$ cat config.mk
export PLATFORM = sky130hd
export DESIGN_NAME = pipe_id_ex
export DESIGN_NICKNAME = d
export VERILOG_FILES = /design/src/rtl/ctrl_encode_def.sv /design/src/rtl/pipe_fwd_mux.sv /design/src/rtl/pipe_id_ex.sv
export SDC_FILE = /design/constraint.sdc
export NUM_CORES = 1
export LEC_CHECK = 0
export CAP_MARGIN = 15
export CORE_ASPECT_RATIO = 0.5
export CORE_MARGIN = 3
export CORE_UTILIZATION = 26
export CTS_CLUSTER_DIAMETER = 200
export CTS_CLUSTER_SIZE = 24
export DETAILED_ROUTE_END_ITERATION = 8
export PLACE_DENSITY_LB_ADDON = 0.3
export SLEW_MARGIN = 25
export SYNTH_ARGS = -nofsm -noshare
export SYNTH_HDL_FRONTEND = slang
export SYNTH_SLANG_ARGS = --single-unit
$ cat constraint.sdc
create_clock -name clk -period 2.05 [get_ports clk]
set_input_delay 0.205 -clock clk [delete_from_list [all_inputs] [get_ports clk]]
set_output_delay 0.205 -clock clk [all_outputs]
set_load 0.02 [all_outputs]
$ cat src/rtl/ctrl_encode_def.sv
// Shared control encodings: ALUOp codes and the EX-stage control bundle.
// The bubble constant is the all-quiet control word loaded on stalls and flushes.
package ctrl_encode_def;

  localparam logic [4:0] ALUOp_nop  = 5'd0;
  localparam logic [4:0] ALUOp_lui  = 5'd1;
  localparam logic [4:0] ALUOp_add  = 5'd2;
  localparam logic [4:0] ALUOp_addu = 5'd3;
  localparam logic [4:0] ALUOp_sub  = 5'd4;
  localparam logic [4:0] ALUOp_subu = 5'd5;
  localparam logic [4:0] ALUOp_and  = 5'd6;
  localparam logic [4:0] ALUOp_or   = 5'd7;
  localparam logic [4:0] ALUOp_xor  = 5'd8;
  localparam logic [4:0] ALUOp_nor  = 5'd9;
  localparam logic [4:0] ALUOp_slt  = 5'd10;
  localparam logic [4:0] ALUOp_sltu = 5'd11;
  localparam logic [4:0] ALUOp_sll  = 5'd12;
  localparam logic [4:0] ALUOp_srl  = 5'd13;
  localparam logic [4:0] ALUOp_sra  = 5'd14;

  typedef struct packed {
    logic       valid;
    logic       bne;
    logic       branch;
    logic       regwrite;
    logic       memread;
    logic       memwrite;
    logic       memtoreg;
    logic       alusrc;
    logic [4:0] aluctrl;
  } ex_ctrl_t;

  localparam ex_ctrl_t CTRL_BUBBLE = '{
    valid:    1'b0,
    bne:      1'b0,
    branch:   1'b0,
    regwrite: 1'b0,
    memread:  1'b0,
    memwrite: 1'b0,
    memtoreg: 1'b0,
    alusrc:   1'b0,
    aluctrl:  ALUOp_nop
  };

endpackage

$ cat src/rtl/pipe_fwd_mux.sv
// Three-way priority operand selector: EX/MEM result, then MEM/WB data, then
// the value captured in the ID/EX register. Register 0 is never forwarded.
module pipe_fwd_mux #(
  parameter int W  = 32,
  parameter int RA = 5
) (
  input  logic [RA-1:0] src_reg,
  input  logic [W-1:0]  src_data,
  input  logic          exm_regwrite,
  input  logic [RA-1:0] exm_wreg,
  input  logic [W-1:0]  exm_result,
  input  logic          mwb_regwrite,
  input  logic [RA-1:0] mwb_wreg,
  input  logic [W-1:0]  mwb_wdata,
  output logic [W-1:0]  fwd_data
);

  logic exm_hit;
  logic mwb_hit;

  assign exm_hit = exm_regwrite && (exm_wreg != '0) && (exm_wreg == src_reg);
  assign mwb_hit = mwb_regwrite && (mwb_wreg != '0) && (mwb_wreg == src_reg);

  // The younger producer (EX/MEM) must shadow the older one.
  always_comb begin
    fwd_data = src_data;
    if (exm_hit)
      fwd_data = exm_result;
    else if (mwb_hit)
      fwd_data = mwb_wdata;
  end

endmodule

$ cat src/rtl/pipe_id_ex.sv
// ID/EX pipeline register: load-use stall detection, write-back bypass at capture,
// and combinational EX-stage forwarding onto the ALU operand buses.
module pipe_id_ex
  import ctrl_encode_def::*;
#(
  parameter int W  = 32,
  parameter int RA = 5
) (
  input  logic          clk,
  input  logic          rst_n,
  input  logic          id_valid,
  input  logic [RA-1:0] id_rs,
  input  logic [RA-1:0] id_rt,
  input  logic          id_use_rs,
  input  logic          id_use_rt,
  input  logic [W-1:0]  id_rdata1,
  input  logic [W-1:0]  id_rdata2,
  input  logic [W-1:0]  id_imm,
  input  logic [5:0]    id_shamt,
  input  logic [4:0]    id_aluctrl,
  input  logic          id_alusrc,
  input  logic          id_bne,
  input  logic          id_branch,
  input  logic          id_regwrite,
  input  logic          id_memread,
  input  logic          id_memwrite,
  input  logic          id_memtoreg,
  input  logic [RA-1:0] id_wreg,
  input  logic          flush,
  input  logic          exm_regwrite,
  input  logic [RA-1:0] exm_wreg,
  input  logic [W-1:0]  exm_result,
  input  logic          mwb_regwrite,
  input  logic [RA-1:0] mwb_wreg,
  input  logic [W-1:0]  mwb_wdata,
  output logic          stall,
  output logic [W-1:0]  alu_in1,
  output logic [W-1:0]  alu_in2,
  output logic [4:0]    alu_ctrl,
  output logic [5:0]    alu_offset,
  output logic          alu_bne,
  output logic [W-1:0]  ex_store_data,
  output logic          ex_valid,
  output logic          ex_branch,
  output logic          ex_regwrite,
  output logic          ex_memread,
  output logic          ex_memwrite,
  output logic          ex_memtoreg,
  output logic [RA-1:0] ex_wreg,
  output logic [W-1:0]  ex_imm
);

  ex_ctrl_t      ctrl_q;
  logic [RA-1:0] rs_q;
  logic [RA-1:0] rt_q;
  logic [RA-1:0] wreg_q;
  logic [W-1:0]  rdata1_q;
  logic [W-1:0]  rdata2_q;
  logic [W-1:0]  imm_q;
  logic [5:0]    shamt_q;

  logic          hit_rs;
  logic          hit_rt;
  logic          load_bubble;
  logic [W-1:0]  byp_rdata1;
  logic [W-1:0]  byp_rdata2;
  logic [W-1:0]  fwd_rs;
  logic [W-1:0]  fwd_rt;
  ex_ctrl_t      id_ctrl;

  assign hit_rs = id_use_rs && (id_rs == wreg_q);
  assign hit_rt = id_use_rt && (id_rt == wreg_q);

  // A load in EX cannot feed ID yet; flush outranks it since ID is being killed anyway.
  assign stall = ctrl_q.valid && ctrl_q.memread && (wreg_q != '0) &&
                 (hit_rs || hit_rt) && !flush;

  assign load_bubble = flush || stall || !id_valid;

  // The register file is not write-through, so a same-cycle write must be picked up here.
  assign byp_rdata1 = (mwb_regwrite && (mwb_wreg != '0) && (mwb_wreg == id_rs)) ?
                      mwb_wdata : id_rdata1;
  assign byp_rdata2 = (mwb_regwrite && (mwb_wreg != '0) && (mwb_wreg == id_rt)) ?
                      mwb_wdata : id_rdata2;

  assign id_ctrl = '{
    valid:    1'b1,
    bne:      id_bne,
    branch:   id_branch,
    regwrite: id_regwrite,
    memread:  id_memread,
    memwrite: id_memwrite,
    memtoreg: id_memtoreg,
    alusrc:   id_alusrc,
    aluctrl:  id_aluctrl
  };

  // Unused source numbers are stored as r0 so they can never trigger a forward.
  always_ff @(posedge clk or negedge rst_n) begin
    if (!rst_n) begin
      ctrl_q   <= CTRL_BUBBLE;
      rs_q     <= '0;
      rt_q     <= '0;
      wreg_q   <= '0;
      rdata1_q <= '0;
      rdata2_q <= '0;
      imm_q    <= '0;
      shamt_q  <= '0;
    end else if (load_bubble) begin
      ctrl_q   <= CTRL_BUBBLE;
      rs_q     <= '0;
      rt_q     <= '0;
      wreg_q   <= '0;
      rdata1_q <= '0;
      rdata2_q <= '0;
      imm_q    <= '0;
      shamt_q  <= '0;
    end else begin
      ctrl_q   <= id_ctrl;
      rs_q     <= id_use_rs ? id_rs : '0;
      rt_q     <= id_use_rt ? id_rt : '0;
      wreg_q   <= id_wreg;
      rdata1_q <= byp_rdata1;
      rdata2_q <= byp_rdata2;
      imm_q    <= id_imm;
      shamt_q  <= id_shamt;
    end
  end

  pipe_fwd_mux #(.W(W), .RA(RA)) u_fwd_rs (
    .src_reg      (rs_q),
    .src_data     (rdata1_q),
    .exm_regwrite (exm_regwrite),
    .exm_wreg     (exm_wreg),
    .exm_result   (exm_result),
    .mwb_regwrite (mwb_regwrite),
    .mwb_wreg     (mwb_wreg),
    .mwb_wdata    (mwb_wdata),
    .fwd_data     (fwd_rs)
  );

  pipe_fwd_mux #(.W(W), .RA(RA)) u_fwd_rt (
    .src_reg      (rt_q),
    .src_data     (rdata2_q),
    .exm_regwrite (exm_regwrite),
    .exm_wreg     (exm_wreg),
    .exm_result   (exm_result),
    .mwb_regwrite (mwb_regwrite),
    .mwb_wreg     (mwb_wreg),
    .mwb_wdata    (mwb_wdata),
    .fwd_data     (fwd_rt)
  );

  assign alu_in1       = fwd_rs;
  assign alu_in2       = ctrl_q.alusrc ? imm_q : fwd_rt;
  assign ex_store_data = fwd_rt;
  assign alu_ctrl      = ctrl_q.aluctrl;
  assign alu_offset    = shamt_q;
  assign alu_bne       = ctrl_q.valid && ctrl_q.bne;

  assign ex_valid    = ctrl_q.valid;
  assign ex_branch   = ctrl_q.branch;
  assign ex_regwrite = ctrl_q.regwrite;
  assign ex_memread  = ctrl_q.memread;
  assign ex_memwrite = ctrl_q.memwrite;
  assign ex_memtoreg = ctrl_q.memtoreg;
  assign ex_wreg     = wreg_q;
  assign ex_imm      = imm_q;

endmodule

# After elaboration in Yosys (flattened, before gate mapping)
# Cells that the tools add are included.
# W data, S select, Z words.
totals:
  inputBits: 211
  elab_cells: 64
  ff_bits: 130
  output_inout_bits: 152
classes:
  reduce_logical: 23
  eq_ne: 8
  muxes: 17
ops:
  columns: ["operator", "count"]
  rows:
  - ["$mux W32", 10]
  - ["$eq A5 B5 Y1", 8]
  - ["$mux W5", 5]
  - ["$logic_and A1 B1 Y1", 15]
  - ["$reduce_bool A5 Y1", 3]
  - ["$mux W13", 1]
  - ["$mux W6", 1]
  - ["$logic_or A1 B1 Y1", 3]
  - ["$logic_not A1 Y1", 2]

# Longest topological paths before layout
# Gate-level depths: netlist of run 1.
depth:
  word_depth: 8
  mapped_depth: 8
  ltp_nobuf: 6

# Hierarchy
# Synthesis of run 1 repeated with hierarchy kept, for this count alone.
hier_totals:
  hier_cells: 989
  area_unflattened_um2: 9344.0
by_module_without_submodules:
  columns: ["module", "seq_area_each_um2", "cells_per_inst", "area_per_inst_um2", "instances"]
  rows:
  - ["pipe_id_ex", 3253.1, 619, 7009.2, 1]
  - ["pipe_fwd_mux", 0.0, 185, 1167.4, 2]

# Least setup slack after synthesis of run 1
# OpenSTA, ideal clock, no wires.
synth_path:
  path_kind: "in2out"
  startpoint: "input port mwb_wreg[1]"
  endpoint: "output port alu_in2[22]"
  n_path_buf: 2
  path_slack_ps: -295
  path_stages: 7
  required_time_ps: 1845
  arrival_time_ps: 2140
  path_cell_list: "buf_2 > or4_4 > o211ai_2 > buf_4 > o21ai_0 > a31oi_1 > mux2_2"
synth_via:
  elab_chain_len: 6
  elab_cells_between_ends: 7
  classes_between: "1 x eq/ne; 3 x mux; 3 x reduce/logical"
synth_lines:
  columns: ["element", "line", "source"]
  rows:
  - ["from (decl)", "pipe_id_ex.sv:34", "input logic [RA-1:0] mwb_wreg,"]
  - ["$reduce_bool A5 Y1", "pipe_fwd_mux.sv:22", "assign mwb_hit = mwb_regwrite && (mwb_wreg != '0) && (mwb_wreg == src_reg);"]
  - ["$logic_and A1 B1 Y1", "pipe_fwd_mux.sv:22", null]
  - ["$logic_and A1 B1 Y1 (*)", "pipe_fwd_mux.sv:22", null]
  - ["$mux W32 (*)", "pipe_fwd_mux.sv:29", "else if (mwb_hit)"]
  - ["$mux W32 (*)", "pipe_fwd_mux.sv:27", "if (exm_hit)"]
  - ["via ex_store_data[22]", "pipe_id_ex.sv:42", "output logic [W-1:0] ex_store_data,"]
  - ["$mux W32 (*)", "pipe_id_ex.sv:155", "assign alu_in2 = ctrl_q.alusrc ? imm_q : fwd_rt;"]
  - ["to (decl)", "pipe_id_ex.sv:38", "output logic [W-1:0] alu_in2,"]
# The timed path passes the listed nets; every way through them passes the cells marked *.

# Worst setup path in the final report of run 1
layout_path:
  startpoint: "register rt_q[3]"
  endpoint: "output port alu_in2[20]"
layout_via:
  elab_chain_len: 5
  elab_cells_between_ends: 7
  classes_between: "2 x eq/ne; 3 x mux; 2 x reduce/logical"
layout_lines:
  columns: ["element", "line", "source"]
  rows:
  - ["from (decl)", "pipe_id_ex.sv:55", "logic [RA-1:0] rt_q;"]
  - ["from (signal assigned)", "pipe_id_ex.sv:121", "rt_q <= id_use_rt ? id_rt : '0;"]
  - ["$eq A5 B5 Y1", "pipe_fwd_mux.sv:22", null]
  - ["$logic_and A1 B1 Y1", "pipe_fwd_mux.sv:22", null]
  - ["$mux W32", "pipe_fwd_mux.sv:29", null]
  - ["$mux W32 (*)", "pipe_fwd_mux.sv:27", null]
  - ["$mux W32 (*)", "pipe_id_ex.sv:155", null]
# Mark *: on every way between the ends. The rest lies on a longest branch, timed or not.

==> results of run 1 <==
registers in the layout, indices dropped and copies added, names as in the netlist, 2 cells and up:
register and count:
rdata2_q 32, rt_q 5, alu_offset 6, rdata1_q 32, rs_q 5, ctrl_q 2
ex_imm 32, ex_wreg 5, alu_ctrl 5
worst paths after layout:
check / start / to / slack (ns) / cells after the start
hold / removal: rst_n / rdata1_q[25]$_DFF_PN0_ / 0.29 / 2
min in group clk: id_imm[17] / ex_imm[17]$_DFF_PN0_ / 0.32 / 2
setup / recovery: rt_q[3]$_DFF_PN0_ / alu_in2[20] / -0.80 / 7
setup reg to reg: ex_wreg[1]$_DFF_PN0_ / rdata2_q[30]$_DFF_PN0_ / 0.03 / 6
hold reg to reg: ex_memread$_DFF_PN0_ / rdata1_q[0]$_DFF_PN0_ / 0.98 / 4
max in group asynchronous: rst_n / ex_wreg[3]$_DFF_PN0_ / 1.01 / 3
placed cells by master (no fill, tap or decap), drive strengths merged, types with 5 or more instances in the layout:
cell           netlist  layout
mux2i               64      64
clkinv               0       6
nor3                32      32
and3                11      11
a31oi               64      64
clkbuf              35      30
xnor2               27      27
clkdlybuf4s50        0     259
xor2                13      13
dlygate4sd2          0       5
nand3               36      36
o21ai               34      34
dfrtp              130     130
buf                 35     273
mux2                32      32
nor2                97      97
and2                56      56
nand2               67      67
area by class of cell:
type | instances | area (um^2)
sequential | 130 | 3260
clock buffer | 22 | 474
clock inverter | 7 | 60.1
timing repair buffer | 548 | 5890
inverter | 2 | 15.0
fill | 2118 | 11200
multi-input combinational | 553 | 5340
tap | 352 | 440
antenna | 3 | 7.51
power by group through the flow:
stage	sequential, mW	clock [mW]	combinational, mW
after floorplan	2.79	0	0.678
after global placement	2.75	0	1.89
after detailed placement	2.76	0	1.91
after CTS	2.72	2.96	2.00
after global routing	2.74	3.07	2.36
final	2.73	2.90	2.24
worst max-delay path: stages (launching register included):
cell     delay [ns]
dfrtp_1        0.40
xor2_1         0.18
or4b_4         0.68
buf_6          0.22
o21ai_4        0.19
a31oi_4        0.12
mux2_4         0.29
buf_6          0.13
routing by layer:
metal,part of all wire [%],up-vias
met1,40,4057
met3,3.7,73
met5,0,-
met4,3.0,0
met2,54,217
li1,-,3624
cells by family (layout without fill, tap and decap cells):
family / count (synthesis) / after routing / synth area share (%)
AOI/OAI and AO/OA: 105 / 105 / 9.00
xor gates and xnor gates: 40 / 40 / 4.94
buffers and inverters: 72 / 579 / 4.96
DFF: 130 / 130 / 45.9
muxes: 96 / 96 / 14.1
other: 0 / 3 / 0
and+or+nand+nor: 312 / 312 / 21.1
what timing repair did:
item | 4_1_cts | 5_1_grt
cloned | 10 | 8
pin swaps | 25 | 77
gates resized for setup | 527 | 340
buffers inserted | 21 | 32
hold endpoints to repair | 47 | 0
hold buffers | 1 | 0
setup endpoints to repair | 146 | 217
==> results.json, run 1 <==
{
  "p_total_mw": 7.88,
  "clockBufferDepth": 2,
  "tns_ns": -59.28,
  "syn_area_mm2": 0.00709,
  "yosys-top-cells-area": "dfrtp_1 46%, mux2i_1 9.0%, a31oi_1 5.6%",
  "busiest_layer": "met2",
  "cp_max_fo": 7,
  "h-tree-depth": 4,
  "core_area_mm2": 0.0266,
  "initial_core_util_pct": 26.6,
  "setup_violations": 96,
  "fin_cells": 1617,
  "finClkSkew_ns": 0.00887,
  "p_int_mw": 5.59,
  "pwr-share-clk_pct": 36.9,
  "ant_nets": 0,
  "drv_cap": 0,
  "synth_edf_count": 0,
  "synth_seq_cells": 130,
  "failed_checks": "setup timing",
  "yosys.area.top_type": "dfrtp_1",
  "maxSlewHeadroom_pct": 63.8,
  "final_nets": 1463,
  "dp_hpwl_mm": 24.7,
  "routed-via-count": 7971,
  "yosysMostFrequentCell": "dfrtp_1",
  "p_comb_share_pct": 28.5,
  "grt.total_usage_pct": 23.2,
  "clock_sinks": 130,
  "holdCritPathClass": "input port to asynchronous set/reset pin",
  "synth.distinct_cells": 38,
  "ios": 363,
  "max_slew.worst_pin.slew_ns": 0.543,
  "static-leakage-power_nw": 6.33,
  "p_sw_mw": 2.28,
  "path_clk_slew_ns": 0.06,
  "grt_use_met1_pct": 27.0,
  "postSynth.asyncResetShare_pct": 100,
  "yosys_warnings": 0,
  "die_height_um": 123,
  "drc": 0,
  "dpl_cell_area_mm2": 0.0126,
  "min_period_ns": 2.85,
  "gr-usage-met2_pct": 42.9,
  "port_buffers": 362,
  "netlist_instances": 755,
  "dr.pass1.iters": 5,
  "grt_pass1_vias": 8320,
  "grt_pass1_wl_mm": 50.4,
  "fin_area_mm2": 0.0155,
  "sw_frac_of_total_pct": 29.0,
  "place_ws_ns": -1.21,
  "root_buffer": "clkbuf_16",
  "dieArea_mm2": 0.0294,
  "required_ns": 1.85,
  "hold_ws_ns": 0.295,
  "synthFlopType": "dfrtp_1",
  "yosysTopAreaCellShare_pct": 45.9,
  "place_congestion": 0.843,
  "p_per_area_mw_per_mm2": 509,
  "ys_top_cells_by_count": "130 x dfrtp_1, 97 x nor2_1, 67 x nand2_1",
  "yosysSeqAreaShare_pct": 45.9,
  "drv_slew": 0,
  "rsz0062_at_grt": "yes",
  "syn_to_final_growth_pct": 118,
  "fmax_mhz": 351,
  "drt_iter0_drc": 571,
  "die_w_um": 240,
  "critPathLaunchType": "register",
  "dpl.cell_count": 1525,
  "cp.arrival_ns": 2.64,
  "post-route-util_pct": 58.1,
  "p_seq_share_pct": 34.7,
  "grt_max_degree": 60,
  "ir_worst_vdd_mv": 0.592,
  "grtUsageMet3_pct": 3.93,
  "rows": 42,
  "post_drt_wl_per_cell_um": 22.9,
  "drt-vias-per-instance": 4.93,
  "setup_slack_ns": -0.795,
  "syn_nets": 966,
  "antenna_found_initial": 3,
  "drive_gt1_share_pct": 44.5,
  "hold_violations": 0,
  "wl_mm": 37.0,
  "status": "complete, but fails checks",
  "cts_made_buffers": 17,
  "crit_type": "register to primary output",
  "cts_tree": "yes",
  "clk-insertion-delay-late_ns": 0.44,
  "fin_crit_sh_pct": 139,
  "end_kind": "primary output",
  "grt.overflow.total": 0,
  "syn_area_per_cell_um2": 9.39
}
Note: power is estimated with default switching activity, not from simulation.
==> run 2, diff against run 1 <==
ABC_CLOCK_PERIOD_IN_PS = 2600   (was not set)
clock period = 2.6 ns   (was 2.05 ns; I/O delays follow)
==> results.json, run 2 (synthesis results as in run 1) <==
{
  "rows": 42,
  "tns_ns": -12.90,
  "p_seq_share_pct": 34.7,
  "dpl.cell_count": 1509,
  "end_kind": "primary output",
  "r2r_end": "rt_q[0]$_DFF_PN0_",
  "clk-insertion-delay-late_ns": 0.44,
  "r2r_cells": 5,
  "most-common-layout-cells": "258 x clkdlybuf4s50_1, 129 x dfrtp_1, 113 x buf_4",
  "grt.total_usage_pct": 22.6,
  "fin_crit_sh_pct": 113,
  "grt.overflow.total": 0,
  "final_common_cell": "clkdlybuf4s50_1",
  "grt_max_degree": 67,
  "grt_pass1_vias": 7993,
  "drc": 0,
  "nFillCells": 2267,
  "drt_iter0_drc": 734,
  "port_buffers": 362,
  "maxSlewHeadroom_pct": 33.3,
  "ios": 363,
  "failed_checks": "setup timing",
  "post_drt_wl_per_cell_um": 23.5,
  "p_total_mw": 6.17,
  "path_clk_slew_ns": 0.06,
  "ir_worst_vdd_mv": 0.449,
  "cp_max_fo": 5,
  "crit_type": "register to primary output",
  "p_sw_mw": 1.79,
  "p_per_area_mw_per_mm2": 430,
  "clockBufferDepth": 2,
  "crit_path_max_incr_delay_ns": 0.63,
  "drv_cap": 0,
  "die_w_um": 240,
  "status": "complete, but fails checks",
  "rrSetupSlack_ns": 0.33,
  "drv_slew": 0,
  "ant_nets": 0,
  "root_buffer": "clkbuf_16",
  "initial_core_util_pct": 26.6,
  "cts_made_buffers": 17,
  "critical_path.cell_chain": "xor2_2, or4b_4, buf_12, buf_16, o21ai_4, a31oi_4, mux2_2, buf_6",
  "finClkSkew_ns": 0.00958,
  "path_buf_inv": 3,
  "hold_violations": 0,
  "place_congestion": 0.959,
  "min_period_ns": 2.94,
  "wl_mm": 37.0,
  "setup_violations": 87,
  "final_nets": 1424,
  "static-leakage-power_nw": 5.87,
  "cp.arrival_ns": 2.68,
  "max_slew.worst_pin.slew_ns": 0.994,
  "path_delay_family": "simple AND/OR/NAND/NOR gates",
  "r2r_start": "ex_wreg[1]$_DFF_PN0_",
  "h-tree-depth": 4,
  "cts_tree": "yes",
  "hold_ws_ns": 0.296,
  "dr.pass1.iters": 5,
  "clock_sinks": 130,
  "drive_gt1_share_pct": 38.3,
  "rsz0062_at_grt": "yes",
  "cp.depth": 8,
  "sw_frac_of_total_pct": 29.0,
  "critPathLaunchType": "register",
  "syn_to_final_growth_pct": 102,
  "die_height_um": 123,
  "fmax_mhz": 340,
  "drt-vias-per-instance": 5.08,
  "grt_pass1_wl_mm": 49.6,
  "routed-via-count": 8010,
  "holdCritPathClass": "input port to asynchronous set/reset pin",
  "dp_hpwl_mm": 24.8,
  "dieArea_mm2": 0.0294,
  "p_comb_share_pct": 27.0,
  "pwr-share-clk_pct": 38.3,
  "fin_cells": 1578,
  "antenna_found_initial": 2,
  "required_ns": 2.34,
  "p_int_mw": 4.38,
  "critPathSlowestCell": "or4b_4",
  "core_area_mm2": 0.0266,
  "setup_slack_ns": -0.337
}
[run 2: layout make-up]
cell class	instances	area, um^2	share of cell area (%)
multi-input combinational	555	4790	33.4
tap	352	440	3.07
clock inverter	12	116	0.811
timing repair buffer	507	5290	36.8
clock buffer	19	443	3.09
inverter	2	10.0	0.0698
sequential	130	3250	22.7
antenna	1	2.50	0.0174
[run 2: timing repair]
item                                    in CTS  in global routing
endpoints found under the hold margin       36                  0
endpoints found under the setup margin      96                162
setup buffers                               10                 17
gates cloned                                 6                 13
hold buffers                                 1                  0
gates resized for setup                    580                252
pin swaps                                   20                 20
[run 2: worst max-delay path by stage]
stage | from | end | slack (ns)
6_report | rt_q[3]$_DFF_PN0_ | alu_in2[7] | -0.34
5_1_grt | rt_q[3]$_DFF_PN0_ | alu_in2[7] | -0.39
4_1_cts | rt_q[3]$_DFF_PN0_ | alu_in2[20] | -0.31
3_5_place_dp | mwb_wreg[0] | alu_in2[14] | -0.77
3_3_place_gp | mwb_wreg[0] | alu_in2[14] | -0.76
2_1_floorplan | mwb_wreg[1] | alu_in2[22] | 0.15
[run 2: routing by layer]
layer	part of all wire, %	up-vias	GRT usage (%)
li1	-	3549	-
met1	42	4061	29.6
met2	49	336	38.1
met3	5.9	62	3.73
met4	2.6	2	7.88
met5	0.035	-	0
[run 2: through the flow]
stage	util, %	cell area (um^2)	setup WS, ns
2_1_floorplan	-	7090	0.145
3_3_place_gp	44.7	11900	-0.761
3_5_place_dp	44.7	11900	-0.775
4_1_cts	48.5	12900	-0.312
5_1_grt	53.8	14300	-0.392
6_report	53.8	14300	-0.337
[run 2: power by group through the flow]
stage	Combinational (mW)	Sequential, mW	Clock (mW)
finish	1.67	2.15	2.36
detailed placement	1.44	2.17	0
floorplan	0.477	2.20	0
CTS	1.48	2.14	2.39
global route	1.75	2.15	2.48
global placement	1.43	2.17	0
